`src/rtl/ahb_apb_bridge.sv`:
```
`default_nettype none
// ============================================================================
// Module   : ahb_apb_bridge
// Brief    : AHB-Lite slave converting single 32-bit transfers into APB3
//            SETUP/ACCESS sequences for one peripheral, with pready timeout.
// Revision : 1.0
// ============================================================================
module ahb_apb_bridge #(
  parameter int PADDR_WIDTH = 16,
  parameter int TIMEOUT     = 255
) (
  input  logic                   hclk,
  input  logic                   hreset,
  input  logic                   hsel,
  input  logic [31:0]            haddr,
  input  logic [1:0]             htrans,
  input  logic                   hwrite,
  input  logic [2:0]             hsize,
  input  logic                   hready,
  input  logic [31:0]            hwdata,
  output logic                   hreadyout,
  output logic                   hresp,
  output logic [31:0]            hrdata,
  output logic [PADDR_WIDTH-1:0] paddr,
  output logic                   pwrite,
  output logic                   psel,
  output logic                   penable,
  output logic [31:0]            pwdata,
  input  logic [31:0]            prdata,
  input  logic                   pready,
  input  logic                   pslverr
);

  localparam int              CNT_W   = (TIMEOUT > 255) ? $clog2(TIMEOUT + 1) : 8;
  localparam bit              TMO_EN  = (TIMEOUT != 0);
  localparam logic [CNT_W:0]  TMO_LIM = TIMEOUT[CNT_W:0];
  localparam logic [CNT_W:0]  CNT_ONE = {{CNT_W{1'b0}}, 1'b1};

  typedef enum logic [2:0] {
    S_IDLE   = 3'd0,
    S_WAIT   = 3'd1,
    S_SETUP  = 3'd2,
    S_ACCESS = 3'd3,
    S_ERR1   = 3'd4,
    S_ERR2   = 3'd5
  } state_t;

  state_t                 state_q, state_d;
  logic [PADDR_WIDTH-1:0] paddr_q, paddr_d;
  logic                   pwrite_q, pwrite_d;
  logic [31:0]            pwdata_q, pwdata_d;
  logic [31:0]            hrdata_q, hrdata_d;
  logic [CNT_W-1:0]       cnt_q, cnt_d;
  logic [CNT_W:0]         cnt_inc;
  logic                   accept;

  assign accept  = hsel & hready & htrans[1];
  // One extra bit so the increment can be tested for saturation.
  assign cnt_inc = {1'b0, cnt_q} + CNT_ONE;

  generate
    if (PADDR_WIDTH < 32) begin : g_unused_addr
      logic unused_haddr_hi;
      assign unused_haddr_hi = ^haddr[31:PADDR_WIDTH];
    end
  endgenerate

  always_comb begin
    state_d  = state_q;
    paddr_d  = paddr_q;
    pwrite_d = pwrite_q;
    pwdata_d = pwdata_q;
    hrdata_d = hrdata_q;
    cnt_d    = cnt_q;
    case (state_q)
      S_IDLE, S_ERR2: begin
        state_d = S_IDLE;
        if (accept) begin
          paddr_d  = haddr[PADDR_WIDTH-1:0];
          pwrite_d = hwrite;
          state_d  = (hsize == 3'b010) ? S_WAIT : S_ERR1;
        end
      end
      S_WAIT: begin
        pwdata_d = hwdata;
        state_d  = S_SETUP;
      end
      S_SETUP: begin
        cnt_d   = '0;
        state_d = S_ACCESS;
      end
      S_ACCESS: begin
        if (pready) begin
          if (pslverr) begin
            state_d = S_ERR1;
          end else begin
            state_d = S_IDLE;
            if (!pwrite_q) hrdata_d = prdata;
          end
        end else begin
          cnt_d = cnt_inc[CNT_W] ? cnt_q : cnt_inc[CNT_W-1:0];
          if (TMO_EN && (cnt_inc >= TMO_LIM)) state_d = S_ERR1;
        end
      end
      S_ERR1:  state_d = S_ERR2;
      default: state_d = S_IDLE;
    endcase
  end

  always_ff @(posedge hclk) begin
    if (hreset) begin
      state_q  <= S_IDLE;
      paddr_q  <= '0;
      pwrite_q <= 1'b0;
      pwdata_q <= '0;
      hrdata_q <= '0;
      cnt_q    <= '0;
    end else begin
      state_q  <= state_d;
      paddr_q  <= paddr_d;
      pwrite_q <= pwrite_d;
      pwdata_q <= pwdata_d;
      hrdata_q <= hrdata_d;
      cnt_q    <= cnt_d;
    end
  end

  always_comb begin
    hreadyout = 1'b0;
    hresp     = 1'b0;
    psel      = 1'b0;
    penable   = 1'b0;
    case (state_q)
      S_IDLE:   hreadyout = 1'b1;
      S_SETUP:  psel = 1'b1;
      S_ACCESS: begin
        psel    = 1'b1;
        penable = 1'b1;
      end
      S_ERR1:   hresp = 1'b1;
      S_ERR2: begin
        hreadyout = 1'b1;
        hresp     = 1'b1;
      end
      default: ;
    endcase
  end

  assign paddr  = paddr_q;
  assign pwrite = pwrite_q;
  assign pwdata = pwdata_q;
  assign hrdata = hrdata_q;

endmodule
`default_nettype wire

```
`config.mk`:
```
export PLATFORM = sky130hd
export DESIGN_NAME = ahb_apb_bridge
export DESIGN_NICKNAME = d
export VERILOG_FILES = /design/src/rtl/ahb_apb_bridge.sv
export SDC_FILE = /design/constraint.sdc
export NUM_CORES = 1
export LEC_CHECK = 0
export BUFFER_PORTS_ARGS = -buffer_cell sky130_fd_sc_hd__buf_2
export CORE_MARGIN = 2
export CORE_UTILIZATION = 37
export CTS_BUF_LIST = sky130_fd_sc_hd__clkbuf_16
export CTS_CLUSTER_DIAMETER = 100
export DETAILED_ROUTE_END_ITERATION = 12
export HOLD_SLACK_MARGIN = 0.12
export PLACE_DENSITY = 0.68
export SLEW_MARGIN = 20
export SYNTH_ARGS = -nofsm -noshare
export SYNTH_HDL_FRONTEND = slang
export SYNTH_SLANG_ARGS = --single-unit
```
`constraint.sdc`:
```
create_clock -name hclk -period 1.7 [get_ports hclk]
set_clock_uncertainty 0.05 [all_clocks]
set_input_delay 0.085 -clock hclk [delete_from_list [all_inputs] [get_ports hclk]]
set_output_delay 0.085 -clock hclk [all_outputs]
set_load 0.1 [all_outputs]
```
==> impl_metrics.tcl <==
set metrics [dict create \
    fp.dieH_um 104 \
    die_area_um2 10800 \
    cts_tree "done" \
    worstMarginPinSlew_ps 509 \
    synthFlopType "dfxtp_1" \
    place.gp.congestion 0.855 \
    nets 801 \
    synthArstFlopShare 0 \
    htreeDepth 3 \
    fillers 797 \
    drive_above_1_share 0.329 \
    synth_seq_area_share 0.499 \
    drtIter0Drc 202 \
    reg2reg_to "cnt_q[5]" \
    grt_pass1_vias 4002 \
    postSynthCellCount 433 \
    cts-root-buf "clkbuf_16" \
    leakage_nw 2.61 \
    crit_path_start "cnt_q[0]" \
    synth_edf_count 0 \
    tns_ps 0 \
    coreArea_um2 9730 \
    track_usage 0.203 \
    totalWireLength_mm 11.3 \
    worstSetupEndpoint "cnt_q[5]" \
    ys_types 47 \
    netlist_area_um2 3690 \
    cts_made_buffers 9 \
    cts_sinks 92 \
    clock_latency_ps 330 \
    fin_crit_sh 0.948 \
    timing.fmax_mhz 620 \
    powerDensity_nw_per_um2 925 \
    dp_hpwl_mm 6.90 \
    max-slew-margin-rel 0.663 \
    num_rows 36 \
    ff2ff_path_depth 5 \
    antenna_found_initial 0 \
    required_ps 1900 \
    min_path_type "in -> reg" \
    vias 3970 \
    floorplan.initialDensity 0.380 \
    ios 193 \
    criticalPathCategory "reg -> reg" \
    worstSetupStartpointType "register" \
    viasPerCell 4.79 \
    drv_cap 0 \
    grt-ovfl-total 0 \
    portBuffers 175 \
    min_period_ps 1610 \
    cts_buffer_depth 2 \
    cp_max_fo 7 \
    finalMaxSlewViolations 0 \
    drt_pre_antenna_iters 5 \
    ir_drop_mv 0.632 \
    finalHoldViolCount 0 \
    drc_errors 0 \
    place_area_um2 4810 \
    ys_ff_latch 92 \
    design_area_um2 5990 \
    antenna_cells 0 \
    grt_pass1_wl_mm 18.2 \
    rsz0062_at_grt "no" \
    worstReg2RegStart "cnt_q[0]" \
    routedWlPerCell_um 13.6 \
    grt_max_degree 35 \
    yosysWarningCount 0 \
    syn-num-nets 543 \
    ff2ff_setup_slack_ps 90 \
    clk_pin_slew_ps 70 \
    area_delta_synth_final_pct 62.2 \
    cp.arrival_ps 1810 \
    cp-end-kind "register" \
    detail-route-antenna-nets 0 \
    die_w_um 104 \
    status "complete, no violations" \
    finalSetupViolations 0 \
    syn_avg_cell_area_um2 8.53 \
]
-- layout by cell type, fill, tap and decap left out, drive strengths merged, types with 2 or more instances in the layout --
cell / n
ha: 2
nand3: 4
mux2i: 17
nor3b: 2
clkbuf: 9
a211oi: 2
clkinvlp: 3
dlygate4sd3: 85
clkinv: 2
o21ai: 11
xor2: 4
nor2: 22
a21oi: 75
nand2: 136
inv: 8
nor2b: 2
dfxtp: 92
buf: 189
o21a: 2
nand3b: 2
a31oi: 3
a311oi: 2
nand2b: 3
nor3: 4
-- routing by layer --
layer  part of all wire  track usage  wire [µm]
met2               0.50        0.374       5660
met5                  0            0          0
met1               0.42        0.231       4720
met4              0.018       0.0734        207
met3              0.060       0.0407        681
-- flip-flops by register name, indices dropped and copies added, names as in the netlist --
signal	cells
paddr	16
pwdata	32
cnt_q	8
pwrite	1
state_q	3
hrdata	32
-- power by group --
group,switching (mW),internal (mW)
sequential,0.0462,2.23
combinational,0.859,0.425
clock,0.845,1.13
-- through the flow --
step	setup WS, ps	utilization	cells	total power, mW	hold WS [ps]
after floorplan	10.9	-	433	3.16	164
after global placement	45.1	0.495	728	3.43	268
after detailed placement	40.9	0.495	728	3.44	278
after CTS	19.1	0.613	829	5.56	174
after global routing	12.1	0.615	829	5.75	224
final	88.1	0.615	829	5.54	184
-- logic make-up (layout without fill, tap and decap cells) --
family | Yosys count | in the layout | share of synthesized area
multiplexers | 17 | 17 | 0.0461
flip-flops | 92 | 92 | 0.499
AO/OA/AOI/OAI | 100 | 100 | 0.154
XOR/XNOR | 4 | 4 | 0.0146
AND/OR/NAND/NOR | 184 | 184 | 0.229
adder cells (fa/ha/maj) | 2 | 2 | 0.00678
buffers and inverters | 34 | 297 | 0.0505
-- cells in the mapped netlist (all sizes together), types with 2 or more instances --
cell    count  area share
nand2     136        0.14
dfxtp      92        0.50
a21oi      75        0.10
nor2       22       0.027
buf        18       0.034
mux2i      17       0.046
o21ai      11       0.015
clkbuf      9      0.0091
inv         7      0.0071
nand3       4      0.0068
nor3        4      0.0068
xor2        4       0.015
a31oi       3      0.0051
nand2b      3      0.0051
a211oi      2      0.0041
a311oi      2      0.0081
ha          2      0.0068
nand3b      2      0.0075
nor2b       2      0.0034
nor3b       2      0.0071
o21a        2      0.0061
-- critical path: stages, from the launching register on --
cell and delay (ps):
dfxtp_1 340, ha_1 290, and3_2 300, a21oi_2 80, o21a_4 240, a311oi_2 230
-- worst min path at each step --
stage | cells after the start | to | startpoint
after detailed placement | 3 | paddr[3] | haddr[3]
after CTS | 4 | pwrite | hready
after global placement | 3 | paddr[5] | haddr[5]
after floorplan | 2 | pwrite | hwrite
after global routing | 4 | pwrite | hready
final | 4 | pwrite | hready
-- repair_timing --
action                                  in CTS  in global routing
endpoints found under the setup margin       0                 57
setup buffers                                0                  0
endpoints found under the hold margin       83                  0
gates resized for setup                      0                  8
hold buffers                                85                  0
-- final cells by class --
cell class              instances  area, µm²  share of cell area
repair buffers                274       1940               0.324
well taps                     133        166              0.0278
flip-flops and latches         92       1850               0.308
clock buffers                   9        225              0.0376
multi-input cells             307       1710               0.285
clock inverters                 7       70.1              0.0117
inverters                       7       32.5             0.00543
Note: power is estimated with default switching activity, not from simulation.
